==> src/rtl/exu_stage.sv <==
// exu_stage: execute stage computing ALU/compare/CSR/jump results into a registered LSU bus.
// Define EXU_SERIAL_SHIFT_EN to replace the barrel shifter with a 1-bit-per-cycle serial shifter.
module exu_stage #(
    parameter int ADU_EXU_BUS_WIDTH = 233,
    parameter int EXU_LSU_BUS_WIDTH = 192
) (
    input  logic                         clock,
    input  logic                         reset,
    input  logic                         adu_valid_i,
    input  logic [ADU_EXU_BUS_WIDTH-1:0] adu_exu_bus_i,
    output logic                         exu_ready_o,
    input  logic                         lsu_ready_i,
    output logic [EXU_LSU_BUS_WIDTH-1:0] exu_lsu_bus_o,
    output logic                         valid_o
);
    typedef enum logic [1:0] {IDLE, BUSY, FULL} state_t;
    state_t state;
    logic [ADU_EXU_BUS_WIDTH-1:0] src_bus;
    logic res_from_compare, compare_result, excp_flush, xret_flush, break_signal;
    logic [31:0] snpc, src1, src2, rs2_value;
    logic [5:0] alu_op;
    logic res_from_mem, res_from_csr, gr_we, csr_we, jmp_flag;
    logic [3:0] mem_re, mem_we;
    logic [4:0] rd;
    logic [11:0] csr_addr;
    logic [31:0] csr_wdata, csr_value;
    logic [31:0] add_res, logic_res, sra_res, shift_res, alu_comb, alu_result, wb_value, dnpc;
    logic [EXU_LSU_BUS_WIDTH-1:0] next_bus;
    logic accept;

    assign {res_from_compare, compare_result, excp_flush, xret_flush, break_signal,
            snpc, src1, src2, rs2_value, alu_op,
            res_from_mem, res_from_csr, gr_we, csr_we, mem_re, mem_we, rd, jmp_flag,
            csr_addr, csr_wdata, csr_value} = src_bus;

    assign add_res   = alu_op[0] ? src1 - src2 : src1 + src2;
    assign logic_res = alu_op[3:0] == 4'b0110 ? src1 ^ src2 :
                       alu_op[3:0] == 4'b1110 ? src1 | src2 :
                       alu_op[3:0] == 4'b1000 ? src1 & src2 : '0;
    // Kept separate so the arithmetic shift is not made unsigned by the ternary below.
    assign sra_res   = $signed(src1) >>> src2[4:0];
    assign shift_res = !alu_op[0] ? src1 << src2[4:0] : alu_op[1] ? sra_res : src1 >> src2[4:0];
    assign alu_comb  = alu_op[5:4] == 2'b11 ? add_res :
                       alu_op[5:4] == 2'b01 ? logic_res :
                       alu_op[5:4] == 2'b10 ? shift_res : '0;

`ifdef EXU_SERIAL_SHIFT_EN
    logic [ADU_EXU_BUS_WIDTH-1:0] held;
    logic [31:0] sh_reg, sh_next;
    logic [4:0] cnt;
    logic serial;
    // While BUSY the captured instruction drives all fields; the shifter supplies alu_result.
    assign src_bus    = state == BUSY ? held : adu_exu_bus_i;
    assign sh_next    = !alu_op[0] ? sh_reg << 1 : alu_op[1] ? {sh_reg[31], sh_reg[31:1]} : {1'b0, sh_reg[31:1]};
    assign alu_result = state == BUSY ? sh_next : alu_comb;
    assign serial     = alu_op[5:4] == 2'b10 && src2[4:0] != 5'd0;
`else
    assign src_bus    = adu_exu_bus_i;
    assign alu_result = alu_comb;
`endif

    assign wb_value = res_from_compare ? {31'b0, compare_result} :
                      res_from_csr     ? csr_value :
                      jmp_flag         ? snpc : alu_result;
    assign dnpc     = jmp_flag ? alu_result : snpc;
    assign next_bus = {alu_result, wb_value, rs2_value, dnpc,
                       mem_re, mem_we, res_from_mem, gr_we, rd, csr_we, csr_addr, csr_wdata,
                       excp_flush, xret_flush, break_signal, jmp_flag};

    assign exu_ready_o = state == IDLE || (state == FULL && lsu_ready_i);
    assign accept      = adu_valid_i && exu_ready_o;

    always_ff @(posedge clock or negedge reset) begin
        if (!reset) begin
            state         <= IDLE;
            valid_o       <= 1'b0;
            exu_lsu_bus_o <= '0;
`ifdef EXU_SERIAL_SHIFT_EN
            held          <= '0;
            sh_reg        <= '0;
            cnt           <= '0;
`endif
        end else if (accept) begin
`ifdef EXU_SERIAL_SHIFT_EN
            if (serial) begin
                state   <= BUSY;
                valid_o <= 1'b0;
                held    <= adu_exu_bus_i;
                sh_reg  <= src1;
                cnt     <= src2[4:0];
            end else begin
                state         <= FULL;
                valid_o       <= 1'b1;
                exu_lsu_bus_o <= next_bus;
            end
`else
            state         <= FULL;
            valid_o       <= 1'b1;
            exu_lsu_bus_o <= next_bus;
`endif
        end else if (state == FULL && lsu_ready_i) begin
            state   <= IDLE;
            valid_o <= 1'b0;
        end
`ifdef EXU_SERIAL_SHIFT_EN
        else if (state == BUSY) begin
            sh_reg <= sh_next;
            cnt    <= cnt - 5'd1;
            if (cnt == 5'd1) begin
                state         <= FULL;
                valid_o       <= 1'b1;
                exu_lsu_bus_o <= next_bus;
            end
        end
`endif
    end
endmodule

==> config.mk <==
export PLATFORM = sky130hd
export DESIGN_NAME = exu_stage
export DESIGN_NICKNAME = d
export VERILOG_FILES = /design/src/rtl/exu_stage.sv
export SDC_FILE = /design/constraint.sdc
export NUM_CORES = 1
export LEC_CHECK = 0
export BUFFER_PORTS_ARGS = -buffer_cell sky130_fd_sc_hd__buf_2
export CAP_MARGIN = 40
export CORE_ASPECT_RATIO = 1.5
export CORE_MARGIN = 2
export CORE_UTILIZATION = 30
export DETAILED_ROUTE_END_ITERATION = 10
export PLACE_DENSITY = 0.58
export SETUP_SLACK_MARGIN = 0.15
export SLEW_MARGIN = 25
export SYNTH_ARGS = -nofsm -noshare
export SYNTH_HDL_FRONTEND = slang
export SYNTH_SLANG_ARGS = --single-unit
==> constraint.sdc <==
create_clock -name clock -period 2.1 [get_ports clock]
set_input_delay 0.315 -clock clock [delete_from_list [all_inputs] [get_ports clock]]
set_output_delay 0.315 -clock clock [all_outputs]
set_load 0.01 [all_outputs]
# Word level (Yosys, flattened, before mapping)
# Cells that the tools add are included.
# word_totals
reg_bits	195
input_bits	237
output_inout_bits	194
elab_cells	40
# classes
addsub	2
n_eq_ne	7
n_shift	3
mux	17
bitwise_logic	3
reduce_logical	5
# op_table
op	count
32-bit two-way mux	13
32-bit adder	1
32-bit bitwise AND	1
32-bit OR	1
32-bit by 5-bit left shift with 32-bit output	1
32-bit by 5-bit right shift with 32-bit output	1
32-bit by 5-bit >>> shifter with 32-bit output	1
32-bit subtractor	1
32-bit bitwise XOR	1
4-bit == test (second input constant)	2
2-bit == test (second input constant)	3
4-bit by 3-bit == test with 1-bit output (second input constant)	1
2-bit two-way mux	2
2-bit by 1-bit == test with 1-bit output (second input constant)	1
1-bit logical AND	2
2-bit zero test	1
1-bit two-way mux	2
2-bit nonzero test	1
1-bit logical OR	1

# Logic depth before layout (Yosys ltp)
# depth
ltp_word	9
mapped_depth	20
ltp_nobuf	18

# Worst setup path after synthesis
# Ideal clock, no wire load.
# synth_path
path_kind	input to register
startpoint	input port adu_exu_bus_i[94]
endpoint	register exu_lsu_bus_o[92]
setup_ns	0.118
arrival_time_ns	4.108
setup_slack_ns	-2.126
path_stages	17
path_buffers	5
path_cell_list	clkbuf_1 clkbuf_1 buf_1 buf_1 buf_1 nor2_1 xnor2_1 ha_1 and4_1 nand2_1 nor3_1 o311a_2 a41oi_2 o31a_1 a311oi_2 a21oi_1 a21o_1
# synth_between
elab_chain_len	7
word_cells_on_any_way	12
classes_between	eq/ne (3); mux (9)
# synth_lines
element	line_no	source
from (decl)	10	input logic [ADU_EXU_BUS_WIDTH-1:0] adu_exu_bus_i,
4-bit == test	39	alu_op[3:0] == 4'b1000 ? src1 & src2 : '0;
32-bit two-way mux	39	
32-bit two-way mux	38	alu_op[3:0] == 4'b1110 ? src1 | src2 :
32-bit two-way mux	37	assign logic_res = alu_op[3:0] == 4'b0110 ? src1 ^ src2 :
32-bit two-way mux	44	alu_op[5:4] == 2'b01 ? logic_res :
32-bit two-way mux *	43	assign alu_comb = alu_op[5:4] == 2'b11 ? add_res :
32-bit two-way mux *	65	assign dnpc = jmp_flag ? alu_result : snpc;
to (signal assigned)	99	exu_lsu_bus_o <= next_bus;
to (decl)	13	output logic [EXU_LSU_BUS_WIDTH-1:0] exu_lsu_bus_o,
# Every way passes the cells marked *; elsewhere a longest branch is shown, timed or not.
# A chain may end at the register's enable or synchronous reset.

# Worst setup path after layout
# layout_path
startpoint	input port adu_exu_bus_i[139]
endpoint	register exu_lsu_bus_o[95]
# layout_between
elab_chain_len	4
word_cells_on_any_way	5
classes_between	add/sub (2); mux (3)
# layout_lines
element	line_no	source
32-bit adder or 32-bit subtractor (tied branches)	36	assign add_res = alu_op[0] ? src1 - src2 : src1 + src2;
32-bit two-way mux *	36	
32-bit two-way mux *	43	
32-bit two-way mux *	65	
# Marks and branches as above.

==> results.toml <==
[logic_synthesis]
seq_area_frac_synth_pct = 30.4
synth_nets = 2265
synth_top_area_cell = "dfrtp_1"
async_flop_share_pct = 100
yosysWarnings = 0
synth_ff_type = "dfrtp_1"
synthesis.area_sq_mm = 0.0159
synth_edf_count = 0
yosys_register_bits = 193
synth_cell_type_count = 85
synth.area.top_cells = "dfrtp_1 30%, nand2_1 10%, mux4_2 9.9%, ha_1 7.6%, a21oi_1 3.9%"
synth_top_area_share_pct = 30.4
synth_cells = 1930
synth_area_per_cell_sq_um = 8.23

[finish]
mostFrequentLayoutCell = "buf_4"
fin_nets = 3091
n_fill_cell = 5111
areaGrowthSynthToFinish_pct = 58.8
fin_cells = 3458
fin_area_sq_mm = 0.0252
drive_gt1_share_pct = 47.1
layout_common_cells = "424 x buf_4, 423 x buf_2, 413 x nand2_1, 193 x dfrtp_1, 136 x nor2_1"

[power_and_ir_drop]
ir_drop_v = 0.00104
pwr_density_cell_mw_per_mm2 = 603
power_leakage_uw = 0.0124

[routing]
wl_met2_mm = 41.8
wl_per_cell_um = 25.4
drt_iter0_markers = 1548
wl_met1_mm = 33.3
top_layer = "met5"
drc = 0
wl_met3_mm = 5.91
firstDrtPassIters = 8
finalWirelength_mm = 88.0
antenna_left = 0
vias = 19079
viasPerCell = 5.52

[grt]
grt_max_degree = 96
grt_pass1_vias = 18827
track_usage_pct = 31.3
grt_first_pass_wirelength_mm = 125
antenna_found_initial = 8
overflow = 0

[sta]
worst_pin_slew_ns = 0.942
final-setup-viol-count = 96
rsz0062_at_grt = "true"
post-route-period-util_pct = 164
fin_ws_ns = -1.34
finClkSkew_ns = 0.0110
relSlewSlack_pct = 37.0
layout_min_cycle_time_ns = 3.44
maxSlewViolCount = 0
fmax_ghz = 0.290
hold_violations = 0

[die]
die_height_um = 286
chipWidth_um = 192
coreArea_sq_mm = 0.0525
io_pins = 431
placementRows = 103
die_area_sq_mm = 0.0548
start_util_pct = 30.3

[worst_hold_path]
hold_path.class = "in2reg"
hold_start = "adu_exu_bus_i[33]"

[run_status]
failed_checks = "setup timing"
outcome = "finished with violations"

[critical_path]
crit_type = "in2reg"
worstSetupStartpoint = "adu_exu_bus_i[139]"
reg2reg_from = "state[1]"
critical_path.max_fanout = 4
endpoint_kind = "register"
cp.arrival_ns = 3.82
critPathRequiredTime_ns = 2.48
worstSetupStartpointType = "primary input"

[clocking]
clk_latency_ns = 0.46
htreeDepth = 4
numCtsBuffers = 17
clk_path_buf_depth = 2
cts_sinks = 193
cts_tree = "done"
clk_pin_slew_worst_paths_ns = 0.08
root_buffer = "clkbuf_16"

[placed_design]
post-place-cells = 3348
place_ws_ns = -1.92
io_buffer_count = 430
gp_routability_congestion = 1.04
place_hpwl_mm = 69.6
place_area_sq_mm = 0.0223

[job]
cap_violations = 0
worst max-delay path: stages:
cell      delay, ns
buf_2          0.11
or3_4          0.38
nor4_4         0.31
and2_4         0.26
nand3_4        0.08
nor3_4         0.27
buf_4          0.16
a21oi_1        0.07
xnor2_1        0.14
ha_2           0.38
buf_4          0.13
nand2_4        0.04
or4_4          0.43
o21a_1         0.23
buf_6          0.13
o221ai_4       0.19
nor2_1         0.08
o21ai_1        0.11
routing by layer:
layer  track usage, %  vias up
met1             36.4     9292
met2             52.7      943
li1                 -     8631
met5                0        -
met4             21.8        4
met3             4.48      209
sequential cells by signal (all words and copies together), names as in the netlist:
signal and flops:
exu_lsu_bus_o 192, state 1
final timing paths:
path | slack [ns] | depth (start not counted) | to
worst min register to register | 0.47 | 2 | exu_lsu_bus_o[43]
worst max register to register | 0.11 | 5 | exu_lsu_bus_o[77]
worst max-delay path | -1.34 | 18 | exu_lsu_bus_o[95]
max in group asynchronous | 1.09 | 3 | exu_lsu_bus_o[115]
min in group asynchronous | 0.37 | 2 | exu_lsu_bus_o[0]
worst min-delay path | 0.05 | 3 | exu_lsu_bus_o[5]
repair_timing:
action | 4_1_cts | 5_1_grt
endpoints found under the hold margin | 42 | 0
gates resized for setup | 215 | 134
setup endpoints to repair | 96 | 96
gates cloned | 10 | 1
pin swaps | 94 | 93
buffers inserted | 28 | 31
hold buffers | 1 | 0
synthesized netlist by cell type (all sizes together), types with 23 or more instances:
library cell,count
a222oi,27
a31oi,23
and3,24
nor2,156
nand3,24
buf,39
mux2i,25
ha,97
o21ai,142
nand2,432
inv,78
a21oi,127
clkbuf,107
dfrtp,193
mux4,70
xnor2,39
a21o,23
nor3,45
a211oi,25
through the flow:
stage	TNS, ns	total power [uW]	hold slack (ns)	util [%]
6_report	-82.67	15200	0.0508	48.1
3_3_place_gp	-147.91	10800	0.291	42.5
4_1_cts	-81.38	14800	0.0217	46.4
3_5_place_dp	-149.63	10800	0.293	42.5
2_1_floorplan	-81.61	7450	0.0194	-
5_1_grt	-91.75	15900	0.0341	48.1
layout make-up:
type                            count  area [sq um]  area share [%]
Antenna cell                        7          17.5          0.0695
Sequential cell                   193          4830            19.2
Multi-Input combinational cell   1513         11600            45.8
Inverter                           78           308            1.22
Clock buffer                       18           439            1.74
Clock inverter                     14           161           0.640
Tap cell                          682           853            3.38
Timing Repair Buffer              953          7060            28.0
report_power, final:
| part | switching, uW | internal, uW | leakage (uW) |
|---|---|---|---|
| Combinational | 3920 | 3270 | 0.00971 |
| Clock | 1710 | 1640 | 0.000291 |
| Sequential | 422 | 4240 | 0.00241 |
| Total | 6040 | 9150 | 0.0124 |
logic make-up after synthesis:
| family | after synthesis | share of synthesized area [%] |
|---|---|---|
| AO/OA/AOI/OAI | 516 | 21.5 |
| adder cells (fa/ha/maj) | 98 | 7.77 |
| flip-flops | 193 | 30.4 |
| buffers and inverters | 224 | 5.81 |
| AND/OR/NAND/NOR | 748 | 19.8 |
| XOR/XNOR | 48 | 2.65 |
| multiplexers | 103 | 12.1 |
Note: power is estimated with default switching activity, not from simulation.
